--- config.mk ---
export PLATFORM = sky130hd
export DESIGN_NAME = pin_conditioner
export DESIGN_NICKNAME = d
export VERILOG_FILES = /design/src/rtl/pin_conditioner.sv
export SDC_FILE = /design/constraint.sdc
export NUM_CORES = 1
export LEC_CHECK = 0
export BUFFER_PORTS_ARGS = -buffer_cell sky130_fd_sc_hd__buf_2
export CELL_PAD_IN_SITES_DETAIL_PLACEMENT = 1
export CELL_PAD_IN_SITES_GLOBAL_PLACEMENT = 1
export CORE_ASPECT_RATIO = 1.2
export CORE_MARGIN = 4
export CORE_UTILIZATION = 53
export CTS_CLUSTER_DIAMETER = 60
export DETAILED_ROUTE_END_ITERATION = 8
export PLACE_DENSITY = 0.92
export SLEW_MARGIN = 20
export SYNTH_ARGS = -nofsm -noshare
export SYNTH_HDL_FRONTEND = slang
export SYNTH_SLANG_ARGS = --single-unit
--- constraint.sdc ---
create_clock -name clk -period 14.6 [get_ports clk]
set_input_delay 4.38 -clock clk [delete_from_list [all_inputs] [get_ports clk]]
set_output_delay 4.38 -clock clk [all_outputs]
set_load 0.02 [all_outputs]
--- src/rtl/pin_conditioner.sv ---
// ---------------------------------------------------------------------------
// pin_conditioner
//
// Conditions eight asynchronous external pins for use by the CPU:
// each pin is synchronised through two flops and then debounced by a
// per-pin counter against a programmable threshold (FILT). Rising and
// falling transitions of the debounced level can latch sticky flags
// that drive a level interrupt.
//
// Register block (CPU I/O bus, byte wide, at BASE_ADDRESS):
//   BASE+0  RISE_EN  R/W   per-pin enable: flag on debounced 0->1
//   BASE+1  FALL_EN  R/W   per-pin enable: flag on debounced 1->0
//   BASE+2  FLAGS    R/W1C sticky transition flags
//   BASE+3  FILT     R/W   debounce threshold in clk cycles
//
// Ports:
//   clk         system clock, all state on rising edge
//   rst         asynchronous active-high reset
//   din         write data from the CPU bus
//   address     I/O address
//   w_en        write strobe, sampled on clk
//   r_en        read strobe, sampled on clk
//   dout        registered read data
//   pins_raw    asynchronous external pin levels
//   pins_clean  synchronised, debounced pin levels
//   irq         high while any FLAGS bit is set
//
// Bus handshake: there is no valid/ready pair. A strobe that is high at a
// rising edge is a complete transfer on that edge; the target never
// stalls. Writes take effect on that edge; read data is on dout from that
// edge until the next read. A read and write of the same register on the
// same edge returns the old value and stores the new one.
// ---------------------------------------------------------------------------
module pin_conditioner #(
   parameter logic [7:0] BASE_ADDRESS = 8'h04
) (
   input  logic       clk,
   input  logic       rst,
   input  logic [7:0] din,
   input  logic [7:0] address,
   input  logic       w_en,
   input  logic       r_en,
   output logic [7:0] dout,
   input  logic [7:0] pins_raw,
   output logic [7:0] pins_clean,
   output logic       irq
);

   localparam logic [7:0] ADDR_RISE_EN = BASE_ADDRESS;
   localparam logic [7:0] ADDR_FALL_EN = BASE_ADDRESS + 8'd1;
   localparam logic [7:0] ADDR_FLAGS   = BASE_ADDRESS + 8'd2;
   localparam logic [7:0] ADDR_FILT    = BASE_ADDRESS + 8'd3;

   logic [7:0] s1;
   logic [7:0] s2;
   logic [7:0] clean;
   logic [7:0] clean_q;   // clean delayed one edge, for transition detect
   logic [7:0] cnt [8];
   logic [7:0] rise_en;
   logic [7:0] fall_en;
   logic [7:0] flags;
   logic [7:0] filt;

   logic       sel_rise_en;
   logic       sel_fall_en;
   logic       sel_flags;
   logic       sel_filt;
   logic [7:0] rd_data;
   logic [7:0] flags_set;
   logic [7:0] flags_nxt;

   // ---------------- address decode and read mux ----------------
   always_comb begin
      sel_rise_en = (address == ADDR_RISE_EN);
      sel_fall_en = (address == ADDR_FALL_EN);
      sel_flags   = (address == ADDR_FLAGS);
      sel_filt    = (address == ADDR_FILT);

      rd_data = 8'h00;
      if (sel_rise_en)      rd_data = rise_en;
      else if (sel_fall_en) rd_data = fall_en;
      else if (sel_flags)   rd_data = flags;
      else if (sel_filt)    rd_data = filt;
   end

   // ---------------- two-flop synchroniser ----------------
   always_ff @(posedge clk or posedge rst) begin
      if (rst) begin
         s1 <= 8'h00;
         s2 <= 8'h00;
      end else begin
         s1 <= pins_raw;
         s2 <= s1;
      end
   end

   // ---------------- per-pin debounce ----------------
   // The counter only advances while cnt < filt, so it tops out at 255
   // and cannot wrap. The live filt register is compared every edge, so a
   // lowered threshold releases a pending pin on the next edge.
   always_ff @(posedge clk or posedge rst) begin
      if (rst) begin
         clean   <= 8'h00;
         clean_q <= 8'h00;
         for (int i = 0; i < 8; i++) cnt[i] <= 8'h00;
      end else begin
         clean_q <= clean;
         for (int i = 0; i < 8; i++) begin
            if (s2[i] == clean[i]) begin
               cnt[i] <= 8'h00;
            end else if (cnt[i] >= filt) begin
               clean[i] <= s2[i];
               cnt[i]   <= 8'h00;
            end else begin
               cnt[i] <= cnt[i] + 8'd1;
            end
         end
      end
   end

   // ---------------- flag update ----------------
   // A debounced transition seen between clean_q and clean sets its flag
   // on the edge after clean changed. The set term is applied after the
   // write-1-to-clear term so a coinciding set wins.
   always_comb begin
      flags_set = (clean & ~clean_q & rise_en) | (~clean & clean_q & fall_en);
      flags_nxt = flags;
      if (w_en && sel_flags) flags_nxt = flags & ~din;
      flags_nxt = flags_nxt | flags_set;
   end

   // ---------------- registers and read data ----------------
   always_ff @(posedge clk or posedge rst) begin
      if (rst) begin
         rise_en <= 8'h00;
         fall_en <= 8'h00;
         flags   <= 8'h00;
         filt    <= 8'h00;
         dout    <= 8'h00;
      end else begin
         flags <= flags_nxt;
         if (w_en && sel_rise_en) rise_en <= din;
         if (w_en && sel_fall_en) fall_en <= din;
         if (w_en && sel_filt)    filt    <= din;
         // rd_data is built from pre-edge register values, so a same-edge
         // write is never visible in this read.
         if (r_en) dout <= rd_data;
      end
   end

   assign pins_clean = clean;
   // flags is a register, so irq has no combinational path from the bus.
   assign irq        = |flags;

endmodule
==> Yosys cells after proc, flatten, opt, wreduce, memory -nomap -nowiden <==
Cells that the tools add are included.
{ "totals": {"regBits": 136, "inputBits": 28, "out_inout_bits": 17, "wordCells": 104} }
{ "op_classes": {"addsub": 8, "n_lt_le_gt_ge": 8, "eq_ne": 12, "mux": 21, "bitwise": 18, "n_reduce_logical": 13} }
{ "op_table": {"columns": ["cell", "n"], "rows": [
  ["8-bit two-way mux", 21],
  ["8-bit by 1-bit adder with 8-bit output, second input constant", 8],
  ["8-bit greater-or-equal comparator", 8],
  ["8-bit AND", 5],
  ["8-bit by 3-bit equality test with 1-bit output, second input constant", 4],
  ["8-bit NOT", 3],
  ["8-bit bitwise OR", 2],
  ["2-bit AND reduction", 8],
  ["1-bit equality test", 8],
  ["1-bit NOT", 8],
  ["8-bit OR reduction", 1],
  ["1-bit logical AND", 4]
]} }

==> Longest topological paths before layout <==
{ "depth": {"ltp_word": 5, "ltp_mapped": 6, "mapped_depth_nobuf": 6} }

==> Worst setup path after synthesis <==
No wires, ideal clock.
{ "synth_timing": {"kind": "input-to-reg", "start": "input address[3]", "end": "register rise_en[0]", "setup_time_ns": 0.125, "t_arrival_ns": 5.906, "required_time_ns": 14.475, "path_slack_ns": 8.570, "path_stages": 5, "n_path_buf": 1, "cell_sequence": "or4b_4 > nor3_4 > and4bb_1 > buf_6 > mux2_2"} }
{ "synth_between": {"elab_chain_len": 2} }
{ "synth_lines": {"columns": ["element", "line_no", "text"], "rows": [
  ["from (decl)", "40", "input logic [7:0] address,"],
  ["8-bit by 3-bit equality test with 1-bit output", "74", "sel_rise_en = (address == ADDR_RISE_EN);"],
  ["1-bit logical AND", "142", "if (w_en && sel_rise_en) rise_en <= din;"],
  ["to (signal assigned)", "142", null],
  ["to (decl)", "59", "logic [7:0] rise_en;"]
]} }
No other way between the ends.
A chain may end at the register's enable or synchronous reset.

==> Worst setup path after layout <==
{ "layout_timing": {"start": "input address[3]", "end": "register flags[0]"} }
{ "layout_between": {"elab_chain_len": 4} }
{ "layout_lines": {"columns": ["element", "line_no", "text"], "rows": [
  ["8-bit by 3-bit equality test with 1-bit output", "76", "sel_flags = (address == ADDR_FLAGS);"],
  ["1-bit logical AND", "128", "if (w_en && sel_flags) flags_nxt = flags & ~din;"],
  ["8-bit two-way mux", "128", null],
  ["8-bit bitwise OR", "129", "flags_nxt = flags_nxt | flags_set;"],
  ["net flags_nxt[0]", "70", "logic [7:0] flags_nxt;"],
  ["to (signal assigned)", "141", "flags <= flags_nxt;"],
  ["to (decl)", "61", "logic [7:0] flags;"]
]} }
The timed path passes the listed nets, and every way through them passes these cells.

==> flow_metrics.tcl <==
set metrics [dict create \
    outcome "completed" \
    setup_violations 0 \
    cp-end-kind "flip-flop" \
    startpoint_type "primary input" \
    fmax_ghz 0.164 \
    path_clk_slew_ns 0.06 \
    cts_root_buffer "clkbuf_16" \
    tns_ns 0 \
    reg2reg_slack_ns 11.53 \
    synth_nets 719 \
    final_common_cell "dfrtp_1" \
    place_congestion 0.797 \
    cts.path.max_buffers 2 \
    netlist_area_sq_um 7010 \
    ys_async_sr_fraction_pct 100 \
    grtUsageTotal_pct 32.3 \
    final_hold_viol_count 0 \
    p_int_mw 0.755 \
    die_h_um 134 \
    synth_xor_area_share_pct 7.00 \
    start_util_pct 54.8 \
    crit_chain "buf_2 > or4b_4 > nor4_2 > nand2_1 > a21o_1" \
    hp-class "flip-flop to flip-flop" \
    fin_skew_ns 0.00818 \
    combPwrFrac_pct 15.0 \
    period_minus_slack_ns 6.09 \
    io_pins 45 \
    drv_cap 0 \
    synth_compound_area_share_pct 7.75 \
    max_slew_margin_pct 23.2 \
    postCtsSetupBuffers 0 \
    crit_arrival_ns 6.42 \
    fp.dieArea_sq_um 15100 \
    synth.area.mux_share_pct 7.71 \
    hpwl_mm 13.6 \
    yosys_warnings 0 \
    areaGrowthSynthToFinish_pct 14.9 \
    cts.sinks 136 \
    ys_seq_area_share_pct 48.6 \
    drive_gt1_share_pct 17.6 \
    ys_dominant_reg_cell "dfrtp_1" \
    grt_pass1_wl_mm 37.0 \
    port_buffers 44 \
    cts_hold_buf 0 \
    drv_slew 0 \
    cts_tree "built" \
    dr.pass1.iters 5 \
    synth_edf_count 0 \
    vias 5659 \
    ant_nets 0 \
    leakagePower_nw 3.76 \
    htreeDepth 4 \
    swShare_pct 29.8 \
    syn-instance-count 619 \
    rsz0062_at_grt "false" \
    power_switching_mw 0.320 \
    drc_errors 0 \
    vias_per_cell 6.60 \
    cts_resized 0 \
    yosys.area_share.simple_pct 14.0 \
    cpPeakStageDelay_ns 0.92 \
    grt_max_degree 87 \
    rows 45 \
    post_drt_wl_per_cell_um 28.1 \
    p_per_area_nw_per_um2 134 \
    grt_pass1_vias 6401 \
    finalNetCount 779 \
    required_ns 14.92 \
    antenna_found_initial 1 \
    min_period_over_period_pct 41.7 \
    power_frac_seq_pct 43.4 \
    tightest_slew_ns 1.13 \
    clkPwrFrac_pct 41.6 \
    critPathKind "primary input to flip-flop" \
    avgSynthCellArea_sq_um 11.3 \
    yosysUniqueCellTypes 33 \
    numCtsBuffers 17 \
    yosys.area_share.adder_pct 12.9 \
    dp.cells 824 \
    max-vdd-ir-drop_mv 0.0876 \
    coreArea_sq_um 12800 \
    clk_latency_ns 0.44 \
    fp.dieW_um 113 \
    synth_top_family_by_area "simple AND/OR/NAND/NOR gates" \
    cpMaxStageDelayCell "nor4_2" \
    fin_util_pct 63.0 \
    wl_mm 24.1 \
    gr-total-overflow 0 \
    first_iter_violations 589 \
    path_max_fanout 8 \
    synth-seq-cells 136 \
    layout_common_cells "136 x dfrtp_1, 74 x nor2_1, 72 x ha_1" \
    finalNonFillerCells 857 \
]
metrics by stage:
step | cell area, sq um | power [mW] | hold slack (ns) | setup slack, ns
finish | 8050 | 1.08 | 0.353 | 8.51
global placement | 7420 | 0.589 | 0.332 | 8.25
floorplan | 7010 | 0.549 | 0.331 | 6.58
global route | 8050 | 1.11 | 0.364 | 8.49
detailed placement | 7420 | 0.610 | 0.336 | 8.15
CTS | 8010 | 1.06 | 0.359 | 8.57
final cells by class:
| cell class | instances | area (sq um) |
|---|---|---|
| fillers | 1325 | 4730 |
| multi-input cells | 445 | 3480 |
| flip-flops and latches | 136 | 3400 |
| clock buffers | 23 | 468 |
| repair buffers | 45 | 231 |
| well taps | 164 | 205 |
| inverters | 34 | 133 |
| clock inverters | 9 | 123 |
| diodes | 1 | 2.50 |
kinds of logic (layout without fill, tap and decap cells):
group,Yosys count,after routing
fa+ha+maj,72,72
xor+xnor,56,56
other cells,0,1
buf+inv,38,111
compound gates,80,80
flops,136,136
mux,40,40
simple gates,197,197
worst paths after layout:
path                            depth (start not counted)                 from                        end
worst max-delay path                                    5           address[3]         flags[0]$_DFF_PP0_
worst min-delay path                                    0      s1[6]$_DFF_PP0_            s2[6]$_DFF_PP0_
worst min register to register                          0      s1[6]$_DFF_PP0_            s2[6]$_DFF_PP0_
max in group asynchronous                               3                  rst          cnt[27]$_DFF_PP0_
worst max register to register                          5  filt[0]$_DFFE_PP0P_  pins_clean[6]$_DFFE_PP0P_
min in group asynchronous                               2                  rst  pins_clean[6]$_DFFE_PP0P_
power by group through the flow:
| stage | clock, mW | sequential, mW | combinational (mW) |
|---|---|---|---|
| after floorplan | 0 | 0.455 | 0.0935 |
| after global placement | 0 | 0.459 | 0.130 |
| after detailed placement | 0 | 0.465 | 0.145 |
| after CTS | 0.447 | 0.463 | 0.155 |
| after global routing | 0.471 | 0.469 | 0.174 |
| final | 0.447 | 0.467 | 0.161 |
state kept, by name, indices dropped and copies added, names as in the netlist:
register	count
cnt	64
clean_q	8
dout	8
fall_en	8
filt	8
flags	8
pins_clean	8
rise_en	8
s1	8
s2	8
cell usage after synthesis, types with 2 or more instances:
cell / instances / area [sq um]
a2111oi_0: 8 / 70.1
a21o_1: 8 / 60.1
a21oi_1: 16 / 80.1
and3_1: 14 / 87.6
clkbuf_1: 2 / 7.51
dfrtp_1: 136 / 3400
ha_1: 72 / 901
inv_1: 34 / 128
mux2_2: 32 / 360
mux4_2: 8 / 180
nand2_1: 29 / 109
nand2b_1: 8 / 50.1
nand3_1: 45 / 225
nand3b_1: 9 / 67.6
nand4_1: 8 / 50.1
nor2_1: 74 / 278
nor4_1: 3 / 18.8
o21a_1: 16 / 120
o21ai_0: 14 / 70.1
o22ai_1: 2 / 12.5
o311ai_1: 8 / 70.1
o31ai_1: 8 / 60.1
xnor2_1: 11 / 96.3
xor2_1: 45 / 394
worst max-delay path, delay by kind of cell:
family	cells	cell delay (ns)
AOI/OAI and AO/OA	1	0.25
and+or+nand+nor	3	1.67
buffers and inverters	1	0.10
routing by layer:
metal / wire length [um] / vias up / GRT usage (%) / share of wire (%)
li1: - / 2332 / - / -
met1: 8650 / 2869 / 37.5 / 36
met2: 12100 / 332 / 54.2 / 51
met3: 1790 / 126 / 7.85 / 7.5
met4: 1460 / 0 / 19.0 / 6.1
met5: 0 / - / 0 / 0
(Power assumes the default switching activity.)
